File: config.mk
export PLATFORM = sky130hd
export DESIGN_NAME = demux_1x4_deser_flat
export DESIGN_NICKNAME = d
export VERILOG_FILES = /design/src/rtl/demux_pkg.sv /design/src/rtl/demux_1x4_deser_if.sv /design/src/rtl/demux_lane.sv /design/src/rtl/demux_1x4_deser.sv /design/src/flat_wrapper.sv
export SDC_FILE = /design/constraint.sdc
export NUM_CORES = 1
export LEC_CHECK = 0
export BUFFER_PORTS_ARGS = -buffer_cell sky130_fd_sc_hd__buf_2
export CAP_MARGIN = 20
export CORE_ASPECT_RATIO = 1.5
export CORE_MARGIN = 3
export CORE_UTILIZATION = 45
export DETAILED_ROUTE_END_ITERATION = 10
export GPL_ROUTABILITY_DRIVEN = 0
export PLACE_DENSITY = 0.69
export SKIP_CTS_REPAIR_TIMING = 1
export SLEW_MARGIN = 20
export SYNTH_ARGS = -nofsm -noshare
export SYNTH_HDL_FRONTEND = slang
export SYNTH_SLANG_ARGS = --single-unit
File: constraint.sdc
create_clock -name clk_i -period 2.3 [get_ports clk_i]
set_input_delay 0.46 -clock clk_i [delete_from_list [all_inputs] [get_ports clk_i]]
set_output_delay 0.46 -clock clk_i [all_outputs]
set_load 0.01 [all_outputs]
File: src/rtl/demux_pkg.sv
// Shared constants and helpers for the 1-to-LANES serial deserialising demux.
package demux_pkg;

  localparam int unsigned DEF_LANES = 4;
  localparam int unsigned DEF_WIDTH = 8;
  localparam int unsigned SEL_MAX   = 32;

  // True only when exactly one bit of the (zero-extended) select is set.
  function automatic logic is_onehot(input logic [SEL_MAX-1:0] sel);
    return (sel != '0) && ((sel & (sel - SEL_MAX'(1))) == '0);
  endfunction

endpackage

File: src/rtl/demux_1x4_deser_if.sv
// Serial input and per-lane word output bundle of the deserialising demux.
interface demux_1x4_deser_if
  import demux_pkg::*;
#(
  parameter int unsigned LANES = DEF_LANES,
  parameter int unsigned WIDTH = DEF_WIDTH
) ();

  logic                   bit_i;
  logic                   valid_i;
  logic [LANES-1:0]       sel_i;
  logic                   ready_o;
  logic [LANES*WIDTH-1:0] lane_data_o;
  logic [LANES-1:0]       lane_valid_o;
  logic [LANES-1:0]       lane_ready_i;
  logic                   sel_err_o;

  modport master (
    output bit_i, valid_i, sel_i, lane_ready_i,
    input  ready_o, lane_data_o, lane_valid_o, sel_err_o
  );

  modport slave (
    input  bit_i, valid_i, sel_i, lane_ready_i,
    output ready_o, lane_data_o, lane_valid_o, sel_err_o
  );

endinterface

File: src/rtl/demux_lane.sv
// One output lane: LSB-first shift register, bit counter and a single-word holding register.
module demux_lane
  import demux_pkg::*;
#(
  parameter int unsigned WIDTH = DEF_WIDTH
) (
  input  logic             clk_i,
  input  logic             rst_i,
  input  logic             bit_i,
  input  logic             push_i,
  output logic [WIDTH-1:0] data_o,
  output logic             valid_o,
  input  logic             ready_i,
  output logic             can_push_o
);

  localparam int unsigned CW = (WIDTH > 1) ? $clog2(WIDTH) : 1;
  localparam logic [CW-1:0] LAST = CW'(WIDTH - 1);

  logic [CW-1:0]    count_q, count_d;
  logic [WIDTH-1:0] shreg_q, shreg_d;
  logic [WIDTH-1:0] hold_q, hold_d;
  logic             hold_valid_q, hold_valid_d;
  logic [WIDTH-1:0] shifted;
  logic             last_bit;

  assign shifted    = {bit_i, shreg_q[WIDTH-1:1]};
  assign last_bit   = (count_q == LAST);
  // Only a completing bit into a full, undrained holding register must wait.
  assign can_push_o = !(last_bit && hold_valid_q && !ready_i);

  always_comb begin
    count_d      = count_q;
    shreg_d      = shreg_q;
    hold_d       = hold_q;
    hold_valid_d = hold_valid_q;
    if (hold_valid_q && ready_i) begin
      hold_valid_d = 1'b0;
    end
    if (push_i) begin
      shreg_d = shifted;
      if (last_bit) begin
        hold_d       = shifted;
        hold_valid_d = 1'b1;
        count_d      = '0;
      end else begin
        count_d = count_q + CW'(1);
      end
    end
  end

  always_ff @(posedge clk_i or posedge rst_i) begin
    if (rst_i) begin
      count_q      <= '0;
      shreg_q      <= '0;
      hold_q       <= '0;
      hold_valid_q <= 1'b0;
    end else begin
      count_q      <= count_d;
      shreg_q      <= shreg_d;
      hold_q       <= hold_d;
      hold_valid_q <= hold_valid_d;
    end
  end

  assign data_o  = hold_q;
  assign valid_o = hold_valid_q;

endmodule

File: src/rtl/demux_1x4_deser.sv
// Routes a serial bit stream to one of LANES word assemblers chosen by a one-hot select.
module demux_1x4_deser
  import demux_pkg::*;
#(
  parameter int unsigned LANES = DEF_LANES,
  parameter int unsigned WIDTH = DEF_WIDTH
) (
  input  logic                 clk_i,
  input  logic                 rst_i,
  demux_1x4_deser_if.slave     bus
);

  logic             sel_legal;
  logic [LANES-1:0] can_push;
  logic [LANES-1:0] push;
  logic             sel_err_q, sel_err_d;

  assign sel_legal = is_onehot(SEL_MAX'(bus.sel_i));

  // Illegal selects are swallowed: ready stays high but no lane is pushed.
  assign push        = (bus.valid_i && sel_legal) ? (bus.sel_i & can_push) : '0;
  assign bus.ready_o = !sel_legal || ((bus.sel_i & can_push) != '0);

  assign sel_err_d = bus.valid_i && !sel_legal;

  always_ff @(posedge clk_i or posedge rst_i) begin
    if (rst_i) begin
      sel_err_q <= 1'b0;
    end else begin
      sel_err_q <= sel_err_d;
    end
  end

  assign bus.sel_err_o = sel_err_q;

  for (genvar k = 0; k < LANES; k++) begin : g_lane
    demux_lane #(.WIDTH(WIDTH)) u_lane (
      .clk_i      (clk_i),
      .rst_i      (rst_i),
      .bit_i      (bus.bit_i),
      .push_i     (push[k]),
      .data_o     (bus.lane_data_o[k*WIDTH +: WIDTH]),
      .valid_o    (bus.lane_valid_o[k]),
      .ready_i    (bus.lane_ready_i[k]),
      .can_push_o (can_push[k])
    );
  end

endmodule

File: src/flat_wrapper.sv
// flat-port wrapper written by rule: the top's interface ports become plain ports
module demux_1x4_deser_flat import demux_pkg::*;
#(
  parameter int unsigned LANES = DEF_LANES,
  parameter int unsigned WIDTH = DEF_WIDTH
)
  (clk_i, rst_i, bus_bit_i, bus_valid_i, bus_sel_i, bus_lane_ready_i, bus_ready_o, bus_lane_data_o, bus_lane_valid_o, bus_sel_err_o);
  demux_1x4_deser_if #(.LANES(LANES), .WIDTH(WIDTH)) bus_i ();
  input  logic clk_i;
  input  logic rst_i;
  input wire logic [$bits(bus_i.bit_i)-1:0] bus_bit_i;
  input wire logic [$bits(bus_i.valid_i)-1:0] bus_valid_i;
  input wire logic [$bits(bus_i.sel_i)-1:0] bus_sel_i;
  input wire logic [$bits(bus_i.lane_ready_i)-1:0] bus_lane_ready_i;
  output wire logic [$bits(bus_i.ready_o)-1:0] bus_ready_o;
  output wire logic [$bits(bus_i.lane_data_o)-1:0] bus_lane_data_o;
  output wire logic [$bits(bus_i.lane_valid_o)-1:0] bus_lane_valid_o;
  output wire logic [$bits(bus_i.sel_err_o)-1:0] bus_sel_err_o;
  assign bus_i.bit_i = bus_bit_i;
  assign bus_i.valid_i = bus_valid_i;
  assign bus_i.sel_i = bus_sel_i;
  assign bus_i.lane_ready_i = bus_lane_ready_i;
  assign bus_ready_o = bus_i.ready_o;
  assign bus_lane_data_o = bus_i.lane_data_o;
  assign bus_lane_valid_o = bus_i.lane_valid_o;
  assign bus_sel_err_o = bus_i.sel_err_o;
  demux_1x4_deser #(.LANES(LANES), .WIDTH(WIDTH)) u_core (.clk_i(clk_i), .rst_i(rst_i), .bus(bus_i));
endmodule
Word-level counts from Yosys, hierarchy flattened. Index checks and enable logic that the tools add are counted.

Word-level logic and storage cells: 77. Bits of input ports: 12. Register bits after elaboration: 81.

Reductions and logical operators: 32. Multiplexer cells: 17. Bitwise operators: 2. Add/sub/neg operators: 5. Equal/unequal tests: 4.

Operators with widths (count): 4-bit by 32-bit AND with 32-bit output (1); 32-bit logical NOT (1); 1-bit logical AND (15); 3-bit by 1-bit adder with 3-bit output, second input constant (4); 3-bit == test, second input constant (4); 1-bit two-way mux (12); 3-bit two-way mux (4); 1-bit logical NOT (9); 2-bit AND reduction (4); 4-bit nonzero test (2); 4-bit by 1-bit subtractor with 5-bit output, second input constant (1); 4-bit AND (1); 4-bit two-way mux (1); 1-bit logical OR (1).

Depth between registers and ports, before layout.
Depth in word-level cells: 7. Depth in mapped cells: 5.

Modules after synthesis. From an unflattened synthesis, not the netlist that was laid out.

Cell total of the unflattened synthesis: 219. Area, all modules: 3173.0 µm².

By module, submodules not included: demux_lane (area an instance 759.5 µm², times used 4, cells an instance 50); demux_1x4_deser (area an instance 135.1 µm², times used 1, cells an instance 19).

Worst setup path before layout. No wires, ideal clock.

Kind: input port to output port. From: input port bus_sel_i[2]. To: output port bus_ready_o. Stages: 4. Data arrival time: 1.260 ns. Setup slack: 0.580 ns. Buffers on the path: 1. Cells stage by stage: buf_2 xor2_1 o211a_1 o211ai_1.

Cells in the longest elaborated chain, start to end: 6. Elaborated cells between the ends (all ways): 9. Those cells by class: add/sub (1); bitwise (2); reduce/logical (6).

Ends and longest elaborated chain: from (decl) (RTL line flat_wrapper.sv:13) `input wire logic [$bits(bus_i.sel_i)-1:0] bus_sel_i;`; 4-bit by 1-bit subtractor with 5-bit output (RTL line demux_pkg.sv:10) `return (sel != '0) && ((sel & (sel - SEL_MAX'(1))) == '0);`; 4-bit by 32-bit AND with 32-bit output (RTL line demux_pkg.sv:10); 32-bit logical NOT (RTL line demux_pkg.sv:10); 1-bit logical AND (RTL line demux_pkg.sv:10); 1-bit logical NOT (RTL line demux_1x4_deser.sv:22) `assign bus.ready_o = !sel_legal || ((bus.sel_i & can_push) != '0);`; 1-bit logical OR * (RTL line demux_1x4_deser.sv:22); to (decl) (RTL line flat_wrapper.sv:15) `output wire logic [$bits(bus_i.ready_o)-1:0] bus_ready_o;`.

Every way passes the cells marked *; elsewhere a longest branch is shown, timed or not.

Worst setup path in the final report.
From: register u_core.g_lane[0].u_lane.count_q[0]. To: output port bus_ready_o.

Cells in the longest elaborated chain, start to end: 7.

Ends and longest elaborated chain: from (decl) (RTL line demux_lane.sv:20) `logic [CW-1:0] count_q, count_d;`; from (signal assigned) (RTL line demux_lane.sv:59) `count_q <= count_d;`; 3-bit == test (RTL line demux_lane.sv:28) `assign last_bit = (count_q == LAST);`; 1-bit logical AND (2 in a row) (RTL line demux_lane.sv:30) `assign can_push_o = !(last_bit && hold_valid_q && !ready_i);`; 1-bit logical NOT (RTL line demux_lane.sv:30); 4-bit AND (RTL line demux_1x4_deser.sv:22); 4-bit nonzero test (RTL line demux_1x4_deser.sv:22); 1-bit logical OR (RTL line demux_1x4_deser.sv:22).

No other way between the ends.

==> summary.md <==
| Metric | Value |
|---|---|
| RSZ-0062 raised after global routing | no |
| WS Path Type | flip-flop to primary output |
| Dominant synthesized flop cell | dfrtp_1 |
| Max frequency | 0.460 GHz |
| Worst flop-to-flop path startpoint | u_core.g_lane[1].u_lane.count_q[0] |
| EDFF count, synth | 0 |
| Worst Setup End Kind | primary output |
| Routed WL | 5070 µm |
| FFs w/ async S/R, synth | 100% |
| Buffers on Ports | 49 |
| Beginning of the critical path | u_core.g_lane[0].u_lane.count_q[0] |
| Gr usage total | 13.9% |
| Area post-placement | 0.00356 mm² |
| Vias in the first global route | 1841 |
| Worst-Margin Slew | 0.394 ns |
| Max cap viols | 0 |
| Share of Yosys cell area claimed by the top area cell type | 59.0% |
| Post-DR vias/cell | 5.24 |
| Worst-Skew Late Latency | 0.35 ns |
| Share of layout cells above drive strength 1 | 57.4% |
| IR drop worst, VDD | 0.437 mV |
| Placed Cells | 326 |
| Register area share after synthesis | 59.0% |
| Total number of vias | 1786 |
| Iteration-0 DRC Markers | 66 |
| Tightest Hold Check Type | input port to asynchronous set/reset pin |
| Die Span Y | 110 µm |
| TritonRoute pass-1 iters | 4 |
| Clk slew on worst S/H paths | 0.07 ns |
| Max Slew Vio Count | 0 |
| CTS sink count | 77 |
| Non-Filler Instances | 341 |
| Nets | 279 |
| Max_slew headroom | 73.8% |
| Grt ovf | 0 |
| Arr. time, crit path | 1.71 ns |
| Final Hold Fails | 0 |
| H-tree depth | 3 |
| Post-synth net total | 226 |
| First-pass GRT wire length | 8570 µm |
| Yosys warns | 0 |
| # IOs | 50 |
| Clk root buf | clkbuf_8 |
| Crit path max-delay family | flip-flops |
| CTS buffer count | 9 |
| Largest net degree at the start of global routing | 78 |
| Synth top cells by count | dfrtp_1, mux2_2, ha_1 |
| DRC | 0 |
| Count leader, synth | dfrtp_1 |
| Unique masters post-synth | 22 |
| Tmin final | 2.17 ns |
| CTS tree | done |
| Post-DR wirelength/cell | 14.9 µm |
| Cells after Synth | 206 |
| CP startpoint kind | flip-flop |
| Critical Path Slowest Stage Cell | dfrtp_1 |
| Post-route setup TNS | 0 ns |
| Area Growth Syn to Fin | 14.4% |
| Area leader, netlist | dfrtp_1 |
| Initial Util | 47.0% |
| Bufs and invs on worst path | 1 |
| Cell Rows | 37 |
| Cell area power density | 755 mW/mm² |
| Detail Route Antenna Nets | 0 |
| Worst Clk Skew | 0.00712 ns |
| HPWL Detailed | 3500 µm |
| Ant diodes | 0 |
| Initial antenna violation count | 0 |
| Die width | 75.5 µm |
| Lkg Pwr | 0.00198 µW |
| Setup violators final | 0 |
| CP peak stage delay | 0.37 ns |
| Period utilization | 94.6% |
| Core outline area | 0.00694 mm² |
| Post-route cell area | 0.00373 mm² |
| Yosys reg bits | 77 |
| Buffer depth of the longest clock path | 2 |
| Average cell area after synthesis | 15.8 µm² |
| Status | finished, final reports clean |
| Tot Pwr | 2820 µW |
| Worst path required time | 1.84 ns |
| Largest cells by area after synthesis | dfrtp_1, mux2_2, ha_1 |
| Post-synth design cell area | 0.00326 mm² |
| Worst-path fanout max | 4 |
| CP cell instances | ha_1 -> ha_2 -> nand3b_1 -> a22oi_2 -> o211ai_1 -> buf_2 |
| Die area | 0.00833 mm² |
==> worst reg2reg max path, cell delays in order (launching register included) <==
cell and delay (ns):
dfrtp_1 0.40, ha_1 0.21, ha_1 0.23, nand3b_1 0.14, nand3_2 0.24, mux2_2 0.35
==> logic make-up after synthesis <==
kind of cell             count (synthesis)  share of synthesized area (%)
AO/OA/AOI/OAI                            5                           1.15
AND/OR/NAND/NOR                         33                           9.28
multiplexers                            72                           24.8
XOR/XNOR                                 1                          0.268
flip-flops                              77                           59.0
adder cells (fa/ha/maj)                  8                           3.07
buffers and inverters                   10                           2.34
==> metrics by stage <==
step	hold WS [ns]	util, %	worst slack [ns]
after floorplan	0.475	-	0.580
after global placement	0.483	51.3	0.395
after detailed placement	0.487	51.3	0.346
after CTS	0.220	53.6	0.0205
after global routing	0.241	53.7	0.00168
final	0.214	53.7	0.125
==> layer usage <==
layer,track usage [%],vias to the layer above,share of wire (%)
li1,-,853,-
met1,17.2,891,44
met2,21.1,35,49
met3,3.72,7,4.7
met4,9.00,0,2.1
met5,0,-,0
==> worst paths after layout <==
| kind | to | slack, ns | depth (start not counted) |
|---|---|---|---|
| max | bus_ready_o | 0.13 | 6 |
| min | u_core.g_lane[0].u_lane.shreg_q[7] | 0.21 | 3 |
| max reg2reg | u_core.g_lane[1].u_lane.shreg_q[6] | 0.61 | 5 |
| min in group clk_i | u_core.bus.sel_err_o | 0.41 | 2 |
| min reg2reg | u_core.g_lane[2].u_lane.data_o[0] | 0.50 | 1 |
| max in group asynchronous | u_core.g_lane[1].u_lane.data_o[1] | 1.78 | 3 |
==> sequential cells by signal, summed over array words and instances (netlist names) <==
register	cells
u_core.g_lane.u_lane.data_o	32
u_core.g_lane.u_lane.shreg_q	28
u_core.g_lane.u_lane.valid_o	4
u_core.bus.sel_err_o	1
u_core.g_lane.u_lane.count_q	12
==> placed cells by master (no fill, tap or decap), types with 2 or more instances in the layout <==
cell type  instances
nor2_1             4
nor4b_4            4
nand2b_1           4
clkinv_2           2
ha_2               3
clkbuf_1           3
nand3_2            4
nand2_1            4
nor2b_1            3
buf_2             49
clkbuf_8          10
ha_1               5
mux2_2            72
nand4_2            4
dfrtp_1           77
nand3b_1           4
==> area by class of cell <==
class,count,area (µm²)
Fill cell,590,3210
Clock inverter,2,10.0
Timing Repair Buffer,50,265
Inverter,2,11.3
Tap cell,78,97.6
Clock buffer,13,149
Multi-Input combinational cell,119,1270
Sequential cell,77,1930
==> where the power goes <==
group / switching, µW / internal [µW]
Sequential: 96.0 / 1510
Clock: 439 / 413
Combinational: 154 / 211
Total: 690 / 2130
(Power assumes the default switching activity.)
